**src/rtl/rbc_shadow_mem.sv**
```systemverilog
// Shadow copy of the ring buffer: register array, one synchronous write
// port, one combinational read port. Contents are not reset.
module rbc_shadow_mem #(
    parameter int WIDTH = 16,
    parameter int DEPTH = 8,
    parameter int PTR_W = $clog2(DEPTH)
) (
    input  logic             clk,
    input  logic             we,
    input  logic [PTR_W-1:0] waddr,
    input  logic [WIDTH-1:0] wdata,
    input  logic [PTR_W-1:0] raddr,
    output logic [WIDTH-1:0] rdata
);

    logic [WIDTH-1:0] mem [DEPTH];

    // Capture write data into the addressed entry.
    always_ff @(posedge clk) begin
        if (we) begin
            mem[waddr] <= wdata;
        end
    end

    assign rdata = mem[raddr];

endmodule

```
**config.mk**
```make
export PLATFORM = sky130hd
export DESIGN_NAME = rbc_shadow_mem
export DESIGN_NICKNAME = d
export VERILOG_FILES = /design/src/rtl/rbc_shadow_mem.sv
export SDC_FILE = /design/constraint.sdc
export NUM_CORES = 1
export LEC_CHECK = 0
export BUFFER_PORTS_ARGS = -buffer_cell sky130_fd_sc_hd__buf_2
export CAP_MARGIN = 20
export CORE_ASPECT_RATIO = 1.75
export CORE_MARGIN = 2
export CORE_UTILIZATION = 58
export CTS_CLUSTER_SIZE = 14
export DETAILED_ROUTE_END_ITERATION = 10
export PLACE_DENSITY = 0.78
export SLEW_MARGIN = 15
export SYNTH_ARGS = -nofsm -noshare
export SYNTH_HDL_FRONTEND = slang
export SYNTH_SLANG_ARGS = --single-unit
```
**constraint.sdc**
```tcl
create_clock -name clk -period 5.4 [get_ports clk]
set_clock_uncertainty 0.15 [all_clocks]
set_input_delay 1.08 -clock clk [delete_from_list [all_inputs] [get_ports clk]]
set_output_delay 1.08 -clock clk [all_outputs]
set_load 0.02 [all_outputs]
```
==> results by group, run 1 <==
Critical path
  – Arrival time worst endpoint: 2.91 ns
  – CP Depth: 4
  – Crit-path cells: buf_2, mux4_1, mux2_2, buf_2
  – Worst Path Max Fanout: 32
  – CP required: 4.17 ns
  – CP endpoint kind: primary output
  – Worst path buffer plus inverter count: 2
  – Worst path slowest cell: buf_2
  – Top Family by Delay on Critical Path: multiplexers
  – Kind of critical path: input port to primary output
  – Most common cell on crit path: buf_2
  – CP peak stage delay: 0.70 ns
  – Worst Setup Start Kind: input port

Timing
  – Max Transition Viols Final: 0
  – Final Setup Violations: 0
  – Clock period minus worst slack: about 4.1 ns
  – RSZ-0062 raised after global routing: no
  – Worst Tran Pin Value: 0.933 ns
  – Relative slew margins: 37.8%
  – Final-report hold violation count: 0
  – Fmax: between 200 and 250 MHz
  – Fin crit share: ~77%
  – TNS Setup: 0 ns

CTS
  – # hold bufs at CTS: 0
  – Inserted Clock Buffers: 17
  – Resized cells post-CTS: 0
  – Clock sinks: 128
  – Root Driver: clkbuf_16
  – H-tree levels: 4
  – CTS max path bufs: 2
  – Post-CTS Setup Repair Bufs: 0
  – Clock-pin transition on the worst setup and hold timing paths: 0.05 ns
  – CTS tree: yes

Power and ir drop
  – P_leak: 2.02 nW
  – Maximum vdd drop: 0.343 mV
  – Power Density: roughly 380 nW/um2

Placement
  – RePlAce Congestion: around 0.68
  – I/O Buffers: 39
  – HPWL after DPL: 4.33 mm

Floorplanning
  – Die width: 74 um
  – Floorplan die height: about 130 um
  – Area of the die: 9360 um2
  – I/O Pins: 40
  – Cell Rows: 44
  – Core area: 8310 um2
  – Starting density of the core: 59.8%

Synth
  – Synth warn: 0
  – Mapped cell area: 4970 um2
  – Yosys reg bits: 128
  – Register area share after synthesis: 77.3%
  – Syn Nets: 222
  – Synthesized area per cell: between 20 and 30 um2
  – Synth Instances: 198
  – Distinct cells, synth: 11

Final layout
  – Largest registers: mem x128
  – Antenna diode count: 0
  – Most frequent cells in the layout: 128 x edfxtp_1, 39 x buf_2, 28 x mux4_1, 17 x clkbuf_16, 16 x mux2_2
  – Register with the most flip-flops: mem
  – Number of flip-flops in the largest register: about 130
  – Layout area overhead: 17.2%
  – Commonest non-fill, non-tap cell in the layout: edfxtp_1
  – Fin util: 70.1%
  – Fin nets: ~280
  – Share of cells above drive strength 1: 34.1%

Global routing
  – GRT Util Overall: between 10% and 20%
  – Grt ovf: 0
  – First-pass GRT wire length: 12.6 mm
  – Largest net degree at the start of global routing: 33
  – Vias in the first global route: 2301
  – Initial antenna violation count: 0

Detailed routing
  – Overall routed net length: roughly 8.2 mm
  – Final antenna-violating net count: 0
  – Post-route DRC: 0
  – DRT Pass-1 Iters: 4
  – Routed vias: 2193
  – Starting DRT DRC Count: approximately 160
  – Vias/cell: 5.74
  – WL/cell: ~22 um

Flow run
  – Max cap viols: 0

Run status
  – Outcome: finished clean

Hold path
  – Hold path cells: 1
  – Hold Path Class: input port to flip-flop
layer usage:
metal,track usage [%],wire length [um],vias up
li1,-,-,991
met1,24.6,3310,1123
met2,32.3,4480,65
met3,4.69,323,14
met4,9.41,119,0
met5,0,0,-
report_power, final:
group | total (mW) | internal [mW] | switching [mW]
sequential | 1.14 | 1.13 | 0.00641
combinational | 0.126 | 0.0558 | 0.0704
clock | 0.971 | 0.612 | 0.358
total | 2.23 | 1.80 | 0.435
worst paths after layout:
kind                      start              endpoint  slack (ns)
worst max-delay path   raddr[0]             rdata[14]        1.26
worst min-delay path  wdata[14]  mem[1][14]$_DFFE_PP_        0.80
cell usage after synthesis:
library cell,number,area (um2)
edfxtp_1,128,3840
mux4_1,28,736
mux2_2,16,180
nor2_1,6,22.5
buf_1,4,15.0
buf_6,4,45.0
mux4_2,4,90.1
nand2b_1,3,18.8
nand2_1,2,7.51
nor3_1,2,10.0
clkbuf_2,1,5.00
kinds of logic (layout without fill, tap and decap cells):
| group | Yosys count | in the layout | share of synthesized area (%) |
|---|---|---|---|
| simple gates | 13 | 13 | 1.18 |
| flops | 128 | 128 | 77.3 |
| mux | 48 | 48 | 20.2 |
| buf+inv | 9 | 78 | 1.31 |
layout make-up:
cell class | instances | area, um2
well taps | 115 | 144
multi-input cells | 61 | 1070
clock buffers | 19 | 433
flip-flops and latches | 128 | 3840
repair buffers | 47 | 255
clock inverters | 12 | 76.3
fillers | 486 | 2490
through the flow:
step | std cells | power [mW] | area [um2] | hold slack (ns) | worst slack (ns)
after floorplan | 198 | 1.23 | 4970 | 1.03 | 1.99
after global placement | 351 | 1.28 | 5320 | 1.19 | 1.23
after detailed placement | 351 | 1.28 | 5320 | 1.21 | 1.22
after CTS | 382 | 2.26 | 5830 | 0.776 | 1.23
after global routing | 382 | 2.31 | 5830 | 0.783 | 1.16
final | 382 | 2.23 | 5830 | 0.797 | 1.26
No activity file was read; power rests on OpenSTA's default activity.
==> run 2, diff against run 1 <==
- ABC_AREA: default -> 1
- CORE_UTILIZATION: 58 -> 54
- PLACE_DENSITY: 0.78 -> 0.75
- clock period: 5.4 -> 3.5 ns (I/O delays scaled with it)
==> run 2 against run 1 <==
Against the previous run: hold slack got worse by 0.39 ns; via count up 75%; routed wire length is 41% higher; combinational power is 100% higher; synthesized cell count grew to 2.9 times the previous value; first-iteration DRC count increased by 93%; clock power is 65% higher.
==> results by group, run 2 <==
Detailed routing
  – DRT Pass-1 Iters: 5 (was 4)
  – Final antenna-violating net count: 0 (unchanged)
  – WL/cell: 15.3 um (was 21.5 um)
  – Routed vias: 3834 (was 2193)
  – Vias/cell: 5.06 (was 5.74)
  – Post-route DRC: 0 (unchanged)
  – Starting DRT DRC Count: 313 (was 162)
  – Overall routed net length: 11.6 mm (was 8.23 mm)

Floorplanning
  – Floorplan die height: 140 um (was 127 um)
  – Area of the die: 11400 um2 (was 9360 um2)
  – Die width: 81.5 um (was 74 um)
  – Core area: 10200 um2 (was 8310 um2)
  – Starting density of the core: 55.4% (was 59.8%)
  – I/O Pins: 40 (unchanged)
  – Cell Rows: 49 (was 44)

Synth
  – Area fraction of the dominant cell type after synthesis: 67.8% (was 77.3%)
  – Post-synth EDFFs: 128 (unchanged)
  – Top cells by count, synth: 214 x nand2_1, 133 x inv_1, 128 x edfxtp_1, 64 x nand3_1, 12 x buf_2 (was 128 x edfxtp_1, 28 x mux4_1, 16 x mux2_2, 6 x nor2_1)
  – Synth Instances: 571 (was 198)
  – Register area share after synthesis: 67.8% (was 77.3%)
  – Synth warn: 0 (unchanged)
  – Area leader, netlist: edfxtp_1 (unchanged)
  – Post-synth top flop: edfxtp_1 (unchanged)
  – Yosys reg bits: 128 (unchanged)
  – Async S/R FF share, synth: 0% (unchanged)
  – Synthesized area per cell: 9.93 um2 (was 25.1 um2)
  – Distinct cells, synth: 9 (was 11)
  – Top cells by area, synth: edfxtp_1 68%, nand2_1 14%, inv_1 8.8%, nand3_1 5.6%, buf_6 1.4% (was edfxtp_1 77%, mux4_1 15%, mux2_2 3.6%, mux4_2 1.8%, buf_6 0.91%)
  – Mapped cell area: 5670 um2 (was 4970 um2)
  – Most common cell in the netlist: nand2_1 (was edfxtp_1)
  – Syn Nets: 595 (was 222)

Timing
  – Hold slack: 0.409 ns (was 0.797 ns)
  – Relative slew margins: 47.9% (was 37.8%)
  – Worst Tran Pin Value: 0.780 ns (was 0.933 ns)
  – Max Transition Viols Final: 0 (unchanged)
  – RSZ-0062 raised after global routing: no (unchanged)
  – Fmax: between 300 and 400 MHz
  – Final Setup Violations: 0 (unchanged)
  – Clock period minus worst slack: 2.87 ns
  – TNS Setup: 0 ns (unchanged)
  – Setup ws final: 0.630 ns (was 1.26 ns)
  – Final-report hold violation count: 0 (unchanged)
  – Fin crit share: 82.0%

Critical path
  – CP peak stage delay: 0.50 ns (was 0.70 ns)
  – CP required: 2.65 ns (was 4.17 ns)
  – Worst Setup Start Kind: input port (unchanged)
  – Kind of critical path: input port to primary output (unchanged)
  – Worst Path Max Fanout: 17 (was 32)
  – Crit-path cells: buf_2, inv_1, nand2_1, nand2_1, buf_2 (was buf_2, mux4_1, mux2_2, buf_2)
  – Arrival time worst endpoint: 2.02 ns (was 2.91 ns)
  – CP endpoint kind: primary output (unchanged)
  – Worst path slowest cell: inv_1 (was buf_2)

Global routing
  – Initial antenna violation count: 0 (unchanged)
  – Vias in the first global route: 3897 (was 2301)
  – First-pass GRT wire length: 18.3 mm (was 12.6 mm)
  – Largest net degree at the start of global routing: 65 (was 33)
  – Global routing usage on met1: 25.9% (was 24.6%)
  – Busiest layer in global routing: met2 (unchanged)
  – Met3 Use GR: 5.64% (was 4.69%)
  – Met2 Resource Use GR: 37.2% (was 32.3%)
  – GRT Util Overall: 22.3% (was 19.8%)
  – Grt ovf: 0 (unchanged)

Placement
  – RePlAce Congestion: 0.745 (was 0.678)
  – HPWL after DPL: 6.63 mm (was 4.33 mm)
  – I/O Buffers: 39 (unchanged)
  – DP Worst Slack: 0.625 ns (was 1.22 ns)
  – Post-place instance area: 5960 um2 (was 5320 um2)
  – Placed Instances: 727 (was 351)

Final layout
  – Largest registers: mem x128 (unchanged)
  – Share of cells above drive strength 1: 12.0% (was 34.1%)
  – Commonest non-fill, non-tap cell in the layout: nand2_1 (was edfxtp_1)
  – Finished Layout Cells: 758 (was 382)
  – Antenna diode count: 0 (unchanged)
  – Fin util: 63.5% (was 70.1%)
  – Most frequent cells in the layout: 214 x nand2_1, 133 x inv_1, 128 x edfxtp_1, 64 x nand3_1, 39 x buf_2 (was 128 x edfxtp_1, 39 x buf_2, 28 x mux4_1, 17 x clkbuf_16, 16 x mux2_2)
  – Fin nets: 643 (was 279)
  – Design area: 6500 um2 (was 5830 um2)
  – Number of flip-flops in the largest register: 128 (unchanged)
  – Layout area overhead: 14.7% (was 17.2%)
  – Register with the most flip-flops: mem (unchanged)

CTS
  – CTS tree: yes (unchanged)
  – Clock sinks: 128 (unchanged)
  – Clock-pin transition on the worst setup and hold timing paths: 0.05 ns (about the same)
  – Post-CTS Setup Repair Bufs: 0 (unchanged)
  – Root Driver: clkbuf_16 (unchanged)
  – # hold bufs at CTS: 0 (unchanged)
  – Resized cells post-CTS: 0 (unchanged)
  – CTS max path bufs: 2 (unchanged)
  – Inserted Clock Buffers: 17 (unchanged)
  – H-tree levels: 4 (unchanged)

Power and ir drop
  – Power Density: 555 nW/um2 (was 383 nW/um2)
  – Maximum vdd drop: 0.478 mV (was 0.343 mV)
  – P_leak: 3.08 nW (was 2.02 nW)
  – Pwr Total: 3.61 mW (was 2.23 mW)

Flow run
  – Max cap viols: 0 (unchanged)

Run status
  – Outcome: finished clean (unchanged)

Hold path
  – Hold Path Class: input port to flip-flop (unchanged)
[run 2: cell count changes in the layout (fill, tap and decap cells not counted), sizes merged, moves of 3 or more]
cell	before	now
mux4	32	0
mux2	16	0
buf	47	52
nand3	0	64
nand2	2	214
nand2b	3	0
clkinv	11	8
inv	0	134
[run 2: cell families after synthesis]
logic type,Yosys count,share of synthesized area [%]
simple gates,286,20.3
buf+inv,157,11.9
flops,128,67.8
[run 2: worst max-delay path, delay by kind of cell]
family	cells	cell delay, ns
buf+inv	3	1.05
simple gates	2	0.26
[run 2: power by group]
part           total [mW]  leakage, nW  internal [mW]  switching, mW
combinational       0.257         1.65         0.0768          0.180
sequential           1.75         1.16           1.74         0.0111
clock                1.60        0.264           1.03          0.576
total                3.61         3.08           2.84          0.767
[run 2: final cells by class]
cell class / count / area [um2]
tap: 127 / 159
sequential: 128 / 3840
timing repair buffer: 52 / 305
clock inverter: 10 / 95.1
fill: 800 / 3740
clock buffer: 21 / 440
multi-input combinational: 286 / 1150
inverter: 134 / 503
[run 2: layer usage]
layer / share of wire [%] / vias to the layer above
met3: 6.2 / 31
met4: 2.7 / 0
met5: 0 / -
met1: 38 / 1804
met2: 53 / 141
li1: - / 1858
[run 2: worst paths after layout]
path	start	endpoint	slack, ns	cells after the start
setup / recovery	raddr[2]	rdata[3]	0.63	5
hold / removal	wdata[9]	mem[4][9]$_DFFE_PP_	0.41	1
